### config.mk
export PLATFORM = sky130hd
export DESIGN_NAME = secuenciador_de_melodia_flat
export DESIGN_NICKNAME = d
export VERILOG_FILES = /design/src/rtl/secuenciador_de_melodia_if.sv /design/src/rtl/secuenciador_de_melodia.sv /design/src/flat_wrapper.sv
export SDC_FILE = /design/constraint.sdc
export NUM_CORES = 2
export LEC_CHECK = 0
export ABC_AREA = 0
export BUFFER_PORTS_ARGS = -buffer_cell sky130_fd_sc_hd__buf_2
export CORE_MARGIN = 3
export CORE_UTILIZATION = 65
export CTS_BUF_LIST = sky130_fd_sc_hd__clkbuf_8 sky130_fd_sc_hd__clkbuf_16
export DETAILED_ROUTE_END_ITERATION = 10
export PLACE_DENSITY = 0.84
export SLEW_MARGIN = 0
export SYNTH_ARGS = -nofsm -noshare
export SYNTH_HDL_FRONTEND = slang
export SYNTH_SLANG_ARGS = --single-unit
### constraint.sdc
create_clock -name clk -period 6.3 [get_ports clk]
set_input_delay 0.63 -clock clk [delete_from_list [all_inputs] [get_ports clk]]
set_output_delay 0.63 -clock clk [all_outputs]
set_load 0.01 [all_outputs]
### src/rtl/secuenciador_de_melodia_if.sv
// Bus between the score controller (master) and the melody sequencer (slave):
// score RAM write port, playback control and the tone-generator outputs.
interface secuenciador_de_melodia_if #(
    parameter int ANCHO_DIR  = 7,
    parameter int ANCHO_FREC = 10,
    parameter int ANCHO_DUR  = 4
);
    logic                  esc_en;
    logic [ANCHO_DIR-1:0]  esc_dir;
    logic [ANCHO_FREC-1:0] esc_frec;
    logic [ANCHO_DUR-1:0]  esc_dur;
    logic [ANCHO_DIR-1:0]  longitud;
    logic                  iniciar;
    logic                  detener;
    logic                  repetir;
    logic [ANCHO_FREC-1:0] frecuencia;
    logic [ANCHO_DIR-1:0]  indice;
    logic                  ocupado;
    logic                  fin;

    modport master (
        output esc_en, esc_dir, esc_frec, esc_dur, longitud, iniciar, detener, repetir,
        input  frecuencia, indice, ocupado, fin
    );

    modport slave (
        input  esc_en, esc_dir, esc_frec, esc_dur, longitud, iniciar, detener, repetir,
        output frecuencia, indice, ocupado, fin
    );
endinterface

### src/rtl/secuenciador_de_melodia.sv
// Programmable melody sequencer: plays a score of frequency/duration entries
// from an internal RAM, with start/stop/loop control and a runtime score length.
// Optional macro ARTICULACION_EN: silences the last tempo tick of every note
// whose duration field is at least 1, leaving total note time unchanged.
module secuenciador_de_melodia #(
    parameter int PROFUNDIDAD = 128,
    parameter int ANCHO_DIR   = 7,
    parameter int ANCHO_FREC  = 10,
    parameter int ANCHO_DUR   = 4,
    parameter int CICLOS_TICK = 1000
) (
    input  logic                          clk,
    input  logic                          rst,
    secuenciador_de_melodia_if.slave      bus
);
    localparam int ANCHO_PRE = $clog2(CICLOS_TICK);
    localparam int ANCHO_MEM = (PROFUNDIDAD > 1) ? $clog2(PROFUNDIDAD) : 1;
    localparam logic [ANCHO_PRE-1:0] PRE_MAX = ANCHO_PRE'(CICLOS_TICK - 1);
    localparam logic [ANCHO_DIR:0]   LIMITE  = (ANCHO_DIR + 1)'(PROFUNDIDAD);
    localparam logic [ANCHO_DIR-1:0] IDX_MAX = ANCHO_DIR'(PROFUNDIDAD - 1);

    localparam logic [1:0] REPOSO  = 2'd0;
    localparam logic [1:0] CARGA   = 2'd1;
    localparam logic [1:0] SONANDO = 2'd2;

    logic [ANCHO_FREC-1:0] r_mem_frec [PROFUNDIDAD];
    logic [ANCHO_DUR-1:0]  r_mem_dur  [PROFUNDIDAD];

    logic [1:0]            r_estado;
    logic [ANCHO_DIR-1:0]  r_indice;
    logic [ANCHO_DIR-1:0]  r_long_lat;
    logic [ANCHO_FREC-1:0] r_frec;
    logic [ANCHO_DUR-1:0]  r_dur;
    logic [ANCHO_DUR-1:0]  r_ticks;
    logic [ANCHO_PRE-1:0]  r_pre;
    logic                  r_fin;

    logic                  w_esc_ok;
    logic [ANCHO_MEM-1:0]  w_dir_esc;
    logic [ANCHO_MEM-1:0]  w_dir_lec;
    logic [ANCHO_DIR-1:0]  w_long_sat;
    logic                  w_tick;
    logic                  w_fin_nota;
    logic                  w_ultima;

    // Out-of-range write addresses are dropped rather than aliased into the RAM.
    assign w_esc_ok   = bus.esc_en && ({1'b0, bus.esc_dir} < LIMITE);
    assign w_dir_esc  = bus.esc_dir[ANCHO_MEM-1:0];
    assign w_dir_lec  = r_indice[ANCHO_MEM-1:0];
    assign w_long_sat = ({1'b0, bus.longitud} >= LIMITE) ? IDX_MAX : bus.longitud;
    assign w_tick     = (r_pre == PRE_MAX);
    assign w_fin_nota = w_tick && (r_ticks == r_dur);
    assign w_ultima   = (r_indice == r_long_lat);

    // Score RAM write port; contents are deliberately not reset.
    always_ff @(posedge clk) begin
        if (w_esc_ok) begin
            r_mem_frec[w_dir_esc] <= bus.esc_frec;
            r_mem_dur[w_dir_esc]  <= bus.esc_dur;
        end
    end

    // Playback FSM; the RAM read is registered directly into frecuencia/dur,
    // so a same-cycle write to the address being loaded yields the old entry.
    always_ff @(posedge clk or posedge rst) begin
        if (rst) begin
            r_estado   <= REPOSO;
            r_indice   <= '0;
            r_long_lat <= '0;
            r_frec     <= '0;
            r_dur      <= '0;
            r_ticks    <= '0;
            r_pre      <= '0;
            r_fin      <= 1'b0;
        end else begin
            r_fin <= 1'b0;
            case (r_estado)
                REPOSO: begin
                    if (bus.iniciar && !bus.detener) begin
                        r_estado   <= CARGA;
                        r_indice   <= '0;
                        r_long_lat <= w_long_sat;
                    end
                end
                CARGA: begin
                    if (bus.detener) begin
                        r_estado <= REPOSO;
                        r_frec   <= '0;
                        r_indice <= '0;
                    end else begin
                        r_estado <= SONANDO;
                        r_frec   <= r_mem_frec[w_dir_lec];
                        r_dur    <= r_mem_dur[w_dir_lec];
                        r_pre    <= '0;
                        r_ticks  <= '0;
                    end
                end
                SONANDO: begin
                    if (bus.detener) begin
                        r_estado <= REPOSO;
                        r_frec   <= '0;
                        r_indice <= '0;
                    end else begin
                        if (w_tick) begin
                            r_pre   <= '0;
                            r_ticks <= r_ticks + 1'b1;
                        end else begin
                            r_pre <= r_pre + 1'b1;
                        end
`ifdef ARTICULACION_EN
                        // Entering the final tick of a multi-tick note: go silent.
                        if (w_tick && (r_dur != '0) && (r_ticks == r_dur - 1'b1)) begin
                            r_frec <= '0;
                        end
`endif
                        if (w_fin_nota) begin
                            if (!w_ultima) begin
                                r_indice <= r_indice + 1'b1;
                                r_estado <= CARGA;
                            end else if (bus.repetir) begin
                                r_indice <= '0;
                                r_estado <= CARGA;
                            end else begin
                                r_estado <= REPOSO;
                                r_frec   <= '0;
                                r_fin    <= 1'b1;
                            end
                        end
                    end
                end
                default: r_estado <= REPOSO;
            endcase
        end
    end

    assign bus.frecuencia = r_frec;
    assign bus.indice     = r_indice;
    assign bus.ocupado    = (r_estado != REPOSO);
    assign bus.fin        = r_fin;
endmodule
### src/flat_wrapper.sv
// flat-port wrapper written by rule: the top's interface ports become plain ports
module secuenciador_de_melodia_flat 
#(
    parameter int PROFUNDIDAD = 128,
    parameter int ANCHO_DIR   = 7,
    parameter int ANCHO_FREC  = 10,
    parameter int ANCHO_DUR   = 4,
    parameter int CICLOS_TICK = 1000
)
  (clk, rst, bus_esc_en, bus_esc_dir, bus_esc_frec, bus_esc_dur, bus_longitud, bus_iniciar, bus_detener, bus_repetir, bus_frecuencia, bus_indice, bus_ocupado, bus_fin);
  secuenciador_de_melodia_if #(.ANCHO_DIR(ANCHO_DIR), .ANCHO_FREC(ANCHO_FREC), .ANCHO_DUR(ANCHO_DUR)) bus_i ();
  input  logic clk;
  input  logic rst;
  input wire logic [$bits(bus_i.esc_en)-1:0] bus_esc_en;
  input wire logic [$bits(bus_i.esc_dir)-1:0] bus_esc_dir;
  input wire logic [$bits(bus_i.esc_frec)-1:0] bus_esc_frec;
  input wire logic [$bits(bus_i.esc_dur)-1:0] bus_esc_dur;
  input wire logic [$bits(bus_i.longitud)-1:0] bus_longitud;
  input wire logic [$bits(bus_i.iniciar)-1:0] bus_iniciar;
  input wire logic [$bits(bus_i.detener)-1:0] bus_detener;
  input wire logic [$bits(bus_i.repetir)-1:0] bus_repetir;
  output wire logic [$bits(bus_i.frecuencia)-1:0] bus_frecuencia;
  output wire logic [$bits(bus_i.indice)-1:0] bus_indice;
  output wire logic [$bits(bus_i.ocupado)-1:0] bus_ocupado;
  output wire logic [$bits(bus_i.fin)-1:0] bus_fin;
  assign bus_i.esc_en = bus_esc_en;
  assign bus_i.esc_dir = bus_esc_dir;
  assign bus_i.esc_frec = bus_esc_frec;
  assign bus_i.esc_dur = bus_esc_dur;
  assign bus_i.longitud = bus_longitud;
  assign bus_i.iniciar = bus_iniciar;
  assign bus_i.detener = bus_detener;
  assign bus_i.repetir = bus_repetir;
  assign bus_frecuencia = bus_i.frecuencia;
  assign bus_indice = bus_i.indice;
  assign bus_ocupado = bus_i.ocupado;
  assign bus_fin = bus_i.fin;
  secuenciador_de_melodia #(.PROFUNDIDAD(PROFUNDIDAD), .ANCHO_DIR(ANCHO_DIR), .ANCHO_FREC(ANCHO_FREC), .ANCHO_DUR(ANCHO_DUR), .CICLOS_TICK(CICLOS_TICK)) u_core (.clk(clk), .rst(rst), .bus(bus_i));
endmodule
==> summary.md <==
| Metric | Value |
|---|---|
| Status | completed |
| Initial antenna violation count | 14 |
| Share of the synthesized area in the top cell type | 75.4% |
| Post-synth cell types | 71 |
| Post-synthesis simple-gate area fraction | 2.56% |
| Most common cell in the netlist | edfxtp_1 |
| TNS Setup | 0 ns |
| Initial DRT Pass Iterations | 6 |
| CTS tree | built |
| Worst Path Max Fanout | 41 |
| Primary FF master, synth | edfxtp_1 |
| Slowest cell on the critical path | a311oi_1 |
| Die Ht | 337 µm |
| Post-Syn Nets | 3465 |
| Non-filler cells, final | 5208 |
| RSZ-0062 raised after global routing | no |
| Area post-placement | 0.0740 mm² |
| Leak | 0.0251 µW |
| Crit-path cells | buf_4, nand2b_1, a211oi_1, a21oi_1, a311oi_1, o211ai_1, a22o_1 |
| Final net count | around 3700 |
| Slew HR | 1.53% |
| Synth Area per Inst | around 21 µm² |
| Design area | 0.0797 mm² |
| CTS resizes | 0 |
| Routability cong. | a little over 0.9 |
| Final setup viols | 0 |
| XOR/XNOR share of the synthesized area | less than 1% |
| Hpwl dp | 106000 µm |
| Synthesized cell area | 0.0714 mm² |
| Top post-synthesis cells by count | edfxtp_1 (1792), mux4_2 (369), mux2i_1 (205) |
| Tcrit/Tclk final | 73.0% |
| Type of origin of the critical path | flip-flop |
| Synth warn | 0 |
| Setup Buffers After CTS | 0 |
| Hold Crit Depth | 2 |
| IO Port Bufs | 52 |
| Fin util | 73.9% |
| CP peak stage delay | roughly 1.2 ns |
| Remaining Overflow, GRT | 0 |
| H-tree lvl count | 4 |
| Final WL | 190000 µm |
| Final Skew | approximately 0.042 ns |
| Adder-cell area share of the yosys netlist | less than 1% |
| Yosys top cell by area | edfxtp_1 |
| EDFF count, synth | 1792 |
| Root buffer cell | clkbuf_16 |
| Path depth of the worst reg2reg path | 7 |
| Total GRT Usage | around 34% |
| DR vias | 38700 |
| Clk slew on worst S/H paths | around 0.06 ns |
| Initial Util | about 66% |
| Number of global-route vias before repair | roughly 38000 |
| Kind of critical path | reg -> reg |
| Worst Path Required | 6.97 ns |
| Max Clk Rate | between 0.2 and 0.25 GHz |
| I/O Pins | 53 |
| Synth Area in Compound Gates | roughly 3.7% |
| Flops & latches, synth | 1837 |
| DR WL/cell | around 36 µm |
| Hold Fails Final Rpt | 0 |
| Hold Buf Count CTS | 0 |
| Least-Margin Pin Slew | 1.47 ns |
| Setup crit end kind | flip-flop |
| TritonCTS Buffers | 176 |
| Post-synthesis cell count | 3428 |
| Die width | roughly 340 µm |
| Layout cells sized above 1 | 24.5% |
| Minimum clock period | 4.60 ns |
| Synth async-reset ratio | 2.45% |
| Standard-cell rows | between 100 and 150 |
| Initial DRC Count | 6661 |
| Fin. max-slew vios | 0 |
| DRT antenna net count | 0 |
| Placed Cells | 4877 |
| Tot Pwr | approximately 25000 µW |
| Post-synthesis mux area share | 15.1% |
| Critical Path AT | 5.27 ns |
| Power Dens Cells | 307 mW/mm² |
| WP depth | 7 |
| First-pass GRT wire length | around 270000 µm |
| Largest family of logic cells by synthesized area | multiplexers |
| Max_cap viols | 0 |
| Pin count of the biggest net entering global routing | approximately 110 |
| Main area contributors after synthesis | edfxtp_1 (75%), mux4_2 (12%), mux2i_1 (2.9%) |
| Drt drc | 0 |
| DR vias/cell | 7.42 |
| Clk buf depth | 3 |
| Hold crit path type | in -> reg |
| Clock sink total | 1837 |
| WP buf/inv | 1 |
| Sequential area share after synthesis | 77.0% |
| Worst IR Drop VDD | ~0.24 mV |
| Critical path's top delay family | compound AO/OA/AOI/OAI gates |
| Area grow syn2layout | 11.7% |
| # fillers | between 5000 and 6000 |
| Clock latency on the worst-skew pair | 0.80 ns |
| Die ar. | 0.114 mm² |
| Core box area | between 0.1 and 0.15 mm² |
==> power by group <==
| group | internal [µW] | switching [µW] | total, µW |
|---|---|---|---|
| clock | 5970 | 4530 | 10500 |
| combinational | 88.5 | 365 | 454 |
| sequential | 13500 | 61.2 | 13500 |
| total | 19500 | 4960 | 24500 |
==> placed cells by master (no fill, tap or decap), types with 34 or more instances in the layout <==
cell type / n
a211oi_1: 41
buf_2: 38
buf_4: 191
clkbuf_16: 182
clkinv_1: 38
clkinv_2: 34
dfrtp_1: 39
edfxtp_1: 1792
inv_1: 43
mux2_2: 34
mux2i_1: 205
mux4_2: 369
nand2_1: 66
nor2_1: 186
o21ai_0: 51
o22ai_1: 53
==> final cells by class <==
cell class | count | area, µm² | share of cell area, %
timing repair buffer | 238 | 1800 | 2.26
sequential | 1837 | 55000 | 68.9
antenna | 5 | 12.5 | 0.0157
clock inverter | 141 | 1150 | 1.44
clock buffer | 185 | 4600 | 5.76
tap | 1403 | 1760 | 2.20
multi-input combinational | 1392 | 15400 | 19.4
inverter | 7 | 28.8 | 0.0361
==> flip-flops by register name (all words and copies together) (netlist names) <==
name                   count
u_core.r_mem_frec       1280
u_core.r_mem_dur         512
u_core.bus.frecuencia     10
u_core.r_pre              10
u_core.bus.indice          7
u_core.r_long_lat          7
u_core.r_dur               4
u_core.r_ticks             4
u_core.r_estado            2
u_core.bus.fin             1
==> metrics by stage <==
stage | hold slack, ns | setup WS (ns)
floorplan | 0.468 | 3.81
global placement | 0.488 | 2.43
detailed placement | 0.493 | 2.40
CTS | 0.0493 | 2.34
global route | 0.0718 | 1.68
finish | 0.0742 | 1.70
==> worst register-to-register path, stage by stage, from the launching register on <==
cell and delay (ns):
dfrtp_4 0.77, buf_4 0.79, nand2b_1 0.59, a211oi_1 0.38
a21oi_1 0.08, a311oi_1 1.24, o211ai_1 0.34, a22o_1 0.28
==> per-layer routing <==
| layer | track usage (%) | routed length (µm) |
|---|---|---|
| met1 | 46.3 | 62600 |
| met2 | 51.4 | 88300 |
| met3 | 10.8 | 28300 |
| met4 | 16.0 | 10500 |
| met5 | 0 | 103 |
==> path summary, 6_finish.rpt <==
check,from,end,slack [ns]
min in group asynchronous,rst,u_core.r_long_lat[1],0.11
max in group asynchronous,rst,u_core.bus.indice[2],5.41
max reg2reg,u_core.bus.indice[0],u_core.bus.frecuencia[4],1.70
max,u_core.bus.indice[0],u_core.bus.frecuencia[4],1.70
min reg2reg,u_core.r_pre[9],u_core.r_pre[9],0.52
min,bus_longitud[2],u_core.r_long_lat[2],0.07
==> logic make-up after synthesis <==
family                     count (synthesis)
xor gates and xnor gates                  15
muxes                                    608
DFF                                     1837
buffers and inverters                    199
and+or+nand+nor                          399
AOI/OAI and AO/OA                        367
adders and majority gates                  3
Power figures use the tool's default switching activity.
